$ cat src/rtl/serial_adder_seq.sv
// rtl/serial_adder_seq.sv - bit-serial adder with start/done handshake; optional ovf via SERIAL_ADD_OVF_EN
module serial_adder_seq #(
    parameter int WIDTH = 8
) (
    input  logic             clk,
    input  logic             rst,
    input  logic             start,
    input  logic [WIDTH-1:0] a,
    input  logic [WIDTH-1:0] b,
    input  logic             cin,
    output logic             busy,
    output logic             done,
    output logic [WIDTH-1:0] sum,
    output logic             cout
`ifdef SERIAL_ADD_OVF_EN
    ,
    output logic             ovf
`endif
);

    localparam int CW = $clog2(WIDTH);
    localparam logic [CW-1:0] LAST_CNT = CW'(WIDTH - 1);

    typedef enum logic [1:0] {
        S_IDLE = 2'd0,
        S_RUN  = 2'd1,
        S_DONE = 2'd2
    } state_t;

    state_t           state;
    logic [WIDTH-1:0] a_sh;
    logic [WIDTH-1:0] b_sh;
    logic [WIDTH-1:0] s_sh;
    logic             carry;
    logic [CW-1:0]    cnt;

    logic             bit_s;
    logic             carry_nxt;
    logic             last_bit;

    // Single full-adder cell working on the LSBs of the operand shift registers
    always_comb begin
        bit_s     = a_sh[0] ^ b_sh[0] ^ carry;
        carry_nxt = (a_sh[0] & b_sh[0]) | (carry & (a_sh[0] ^ b_sh[0]));
        last_bit  = (cnt == LAST_CNT);
    end

    // Control FSM plus datapath shift registers; all outputs are registered
    always_ff @(posedge clk) begin
        if (rst) begin
            state <= S_IDLE;
            a_sh  <= '0;
            b_sh  <= '0;
            s_sh  <= '0;
            carry <= 1'b0;
            cnt   <= '0;
            busy  <= 1'b0;
            done  <= 1'b0;
            sum   <= '0;
            cout  <= 1'b0;
`ifdef SERIAL_ADD_OVF_EN
            ovf   <= 1'b0;
`endif
        end else begin
            case (state)
                S_IDLE: begin
                    done <= 1'b0;
                    if (start) begin
                        a_sh  <= a;
                        b_sh  <= b;
                        carry <= cin;
                        s_sh  <= '0;
                        cnt   <= '0;
                        busy  <= 1'b1;
                        state <= S_RUN;
                    end
                end
                S_RUN: begin
                    // One result bit per cycle enters at the MSB and walks down
                    s_sh  <= {bit_s, s_sh[WIDTH-1:1]};
                    a_sh  <= a_sh >> 1;
                    b_sh  <= b_sh >> 1;
                    carry <= carry_nxt;
                    if (last_bit) begin
                        sum   <= {bit_s, s_sh[WIDTH-1:1]};
                        cout  <= carry_nxt;
`ifdef SERIAL_ADD_OVF_EN
                        // carry holds the carry into the MSB on this edge
                        ovf   <= carry ^ carry_nxt;
`endif
                        busy  <= 1'b0;
                        done  <= 1'b1;
                        state <= S_DONE;
                    end else begin
                        cnt <= cnt + CW'(1);
                    end
                end
                S_DONE: begin
                    // Start is ignored here; the next op can only begin from IDLE
                    done  <= 1'b0;
                    state <= S_IDLE;
                end
                default: begin
                    busy  <= 1'b0;
                    done  <= 1'b0;
                    state <= S_IDLE;
                end
            endcase
        end
    end

endmodule

$ cat config.mk
export PLATFORM = sky130hd
export DESIGN_NAME = serial_adder_seq
export DESIGN_NICKNAME = d
export VERILOG_FILES = /design/src/rtl/serial_adder_seq.sv
export SDC_FILE = /design/constraint.sdc
export NUM_CORES = 1
export LEC_CHECK = 0
export CAP_MARGIN = 20
export CORE_AREA = 2 2 69 71
export CTS_BUF_LIST = sky130_fd_sc_hd__clkbuf_8 sky130_fd_sc_hd__clkbuf_16
export CTS_CLUSTER_DIAMETER = 80
export DETAILED_ROUTE_END_ITERATION = 16
export DIE_AREA = 0 0 71 73
export PLACE_DENSITY = 0.74
export SLEW_MARGIN = 25
export SYNTH_ARGS = -nofsm -noshare
export SYNTH_HDL_FRONTEND = slang
export SYNTH_SLANG_ARGS = --single-unit
$ cat constraint.sdc
create_clock -name clk -period 2.05 [get_ports clk]
set_clock_uncertainty 0.2 [all_clocks]
set_input_delay 0.205 -clock clk [delete_from_list [all_inputs] [get_ports clk]]
set_output_delay 0.205 -clock clk [all_outputs]
set_load 0.02 [all_outputs]
==> flow_metrics.py <==
metrics = {
    "outcome": {
        "status": "finished, final reports clean",
    },
    "clocking": {
        "clk_pin_slew_worst_paths_ns": 0.08,
        "clk_path_buf_depth": 2,
        "post-cts-setup-buffer-count": 0,
        "numCtsBuffers": 5,
        "cts_htree_levels": 2,
        "clockRootBuffer": "clkbuf_8",
        "cts_resized": 0,
        "clock_latency_ns": 0.29,
        "cts.sinks": 40,
        "cts_tree": "yes",
        "hold_buffers": 0,
    },
    "layout": {
        "diodes": 0,
        "nets": 232,
        "drive_above_1_share_pct": 8.13,
        "fin_area_um2": 2140,
        "multi_input_area_um2": 795,
        "seq_area_um2": 801,
        "fillers": 440,
        "area_growth_pct": 25.5,
        "fin_cells": 263,
    },
    "timing": {
        "period_share_pct": 81.1,
        "finalCriticalPeriod_ns": 1.66,
        "rsz0062_at_grt": "no",
        "maxSlewHeadroom_pct": 72.2,
        "hold_violations": 0,
        "slew_violations": 0,
        "fin_tns_setup_ns": 0,
        "setup_slack_ns": 0.387,
        "fmax_ghz": 0.601,
        "setup_viol": 0,
        "worstMarginPinSlew_ns": 0.417,
        "whs_ns": 0.254,
    },
    "floorplanning": {
        "rows": 25,
        "die_area_um2": 5180,
        "initial_core_util_pct": 37.7,
        "coreArea_um2": 4540,
        "fp.dieH_um": 73,
        "ios": 31,
        "die_w_um": 71,
    },
    "placed_design": {
        "io_buffer_count": 30,
        "gp_congestion": 0.705,
        "place_area_um2": 2030,
        "place_ws_ns": 0.268,
        "place_hpwl_um": 2090,
        "dp.cells": 255,
    },
    "route": {
        "drt-total-wl_um": 3010,
        "wl_met3_um": 132,
        "post_drt_wl_per_cell_um": 11.4,
        "initialDrtViolationCount": 72,
        "top_layer": "met4",
        "ant_nets": 0,
        "wl_met2_um": 1340,
        "drt_pass1_iterations": 4,
        "via_per_inst": 5.01,
        "wl_met1_um": 1480,
        "drc": 0,
        "vias": 1317,
    },
    "worst_setup_path": {
        "critical_path.max_stage_delay_ns": 0.61,
        "start_kind": "register",
        "reg2regPathDepth": 5,
        "crit_path_end": "busy",
        "cp_max_fo": 3,
        "ff2ff_setup_slack_ns": 0.42,
        "cp_data_arrival_time_ns": 1.26,
        "cp.depth": 1,
        "critical-path-top-delay-family": "buffers and inverters",
        "timing.rr.start": "cnt[0]",
        "crit_start": "busy",
        "worstSetupPathType": "reg2out",
        "worst-path-buf-inv": 1,
        "rr_endpoint": "sum[2]",
        "cp.required_ns": 1.64,
        "crit_chain": "clkdlybuf4s50_1",
        "cp-end-kind": "output pin",
        "worst_path_max_delay_cell": "clkdlybuf4s50_1",
    },
    "power": {
        "ir_worst_vdd_mv": 0.383,
        "leakagePower_nw": 0.787,
        "power_density_nw_per_um2": 772,
    },
    "logic_synthesis": {
        "synth-async-reset-ratio_pct": 0,
        "synth_ff_type": "dfxtp_1",
        "ys_types": 27,
        "synth_edf_count": 0,
        "syn_nets": 202,
        "yosysWarnings": 0,
        "synth_cells": 178,
        "yosysSeqAreaShare_pct": 46.9,
        "synth_seq_cells": 40,
        "synth.avg_cell_area_um2": 9.59,
        "syn-cell-area_um2": 1710,
    },
    "global_routing": {
        "antenna_found_initial": 0,
        "grt_max_degree": 41,
        "grt_first_pass_wirelength_um": 5360,
        "groute.usage.overall_pct": 13.1,
        "grt_overflow": 0,
        "grt_pass1_vias": 1243,
    },
    "job": {
        "cap_violations": 0,
    },
    "worst_hold_path": {
        "hold_path.class": "reg2reg",
        "hold_depth": 2,
    },
}
-- logic make-up (layout without fill, tap and decap cells) --
| kind of cell | after synthesis | in the layout | synth area share (%) |
|---|---|---|---|
| AOI/OAI and AO/OA | 45 | 45 | 17.9 |
| and+or+nand+nor | 58 | 58 | 15.9 |
| adders and majority gates | 4 | 4 | 3.37 |
| DFF | 40 | 40 | 46.9 |
| buffers and inverters | 15 | 46 | 6.59 |
| muxes | 16 | 16 | 9.38 |
-- layout make-up --
class,count,share of cell area [%]
inverter,1,0.175
clock inverter,3,1.98
tap,54,3.15
timing repair buffer,37,17.0
clock buffer,5,3.21
multi-input combinational,123,37.1
sequential,40,37.4
-- power by group --
part | leakage (nW) | internal [W] | switching (W)
combinational | 0.406 | 0.000101 | 0.0000877
sequential | 0.327 | 0.000813 | 0.0000229
clock | 0.0541 | 0.000360 | 0.000270
total | 0.787 | 0.00127 | 0.000381
-- registers in the layout, indices dropped and copies added, names as in the netlist --
signal	flops
state	2
sum	8
busy	1
cout	1
cnt	3
done	1
carry	1
s_sh	7
b_sh	8
a_sh	8
-- per-layer routing --
| metal | global-route usage (%) | vias up |
|---|---|---|
| li1 | - | 695 |
| met1 | 15.8 | 590 |
| met2 | 21.8 | 26 |
| met3 | 4.28 | 6 |
| met4 | 5.03 | 0 |
| met5 | 0 | - |
-- cells in the final DEF, fill, tap and decap left out, types with 5 or more instances in the layout --
cell | netlist | layout
nand3_1 | 9 | 9
a211oi_1 | 15 | 15
dfxtp_1 | 40 | 40
a21oi_1 | 15 | 15
a22oi_1 | 7 | 7
nor2_1 | 25 | 25
mux2i_1 | 16 | 16
clkdlybuf4s50_1 | 0 | 30
clkbuf_8 | 0 | 5
nand2_1 | 13 | 13
buf_4 | 2 | 6
-- cell usage after synthesis (2+ instances only) --
cell / number / area share, %
a211oi_1: 15 / 6.6
a21oi_1: 15 / 4.4
a22oi_1: 7 / 3.1
a31oi_1: 3 / 1.1
buf_2: 2 / 0.59
buf_4: 2 / 0.88
buf_6: 4 / 2.6
clkbuf_1: 5 / 1.1
dfxtp_1: 40 / 47
ha_1: 3 / 2.2
mux2i_1: 16 / 9.4
nand2_1: 13 / 2.9
nand3_1: 9 / 2.6
nand3b_1: 3 / 1.3
nor2_1: 25 / 5.5
nor2b_1: 2 / 0.73
nor3b_1: 2 / 0.88
nor4bb_1: 2 / 1.2
o21ai_0: 2 / 0.59
-- worst min-delay path by stage --
stage / to / from
after floorplan: a_sh[7] / a[7]
after global placement: sum[3] / sum[3]
after detailed placement: sum[0] / sum[0]
after CTS: sum[0] / sum[0]
after global routing: sum[5] / sum[5]
final: sum[1] / sum[1]
-- metrics by stage --
stage / power [W] / utilization [%]
2_1_floorplan: 0.000985 / -
3_3_place_gp: 0.00104 / 44.8
3_5_place_dp: 0.00104 / 44.8
4_1_cts: 0.00168 / 47.3
5_1_grt: 0.00174 / 47.3
6_report: 0.00165 / 47.3
No activity file was read; power rests on OpenSTA's default activity.
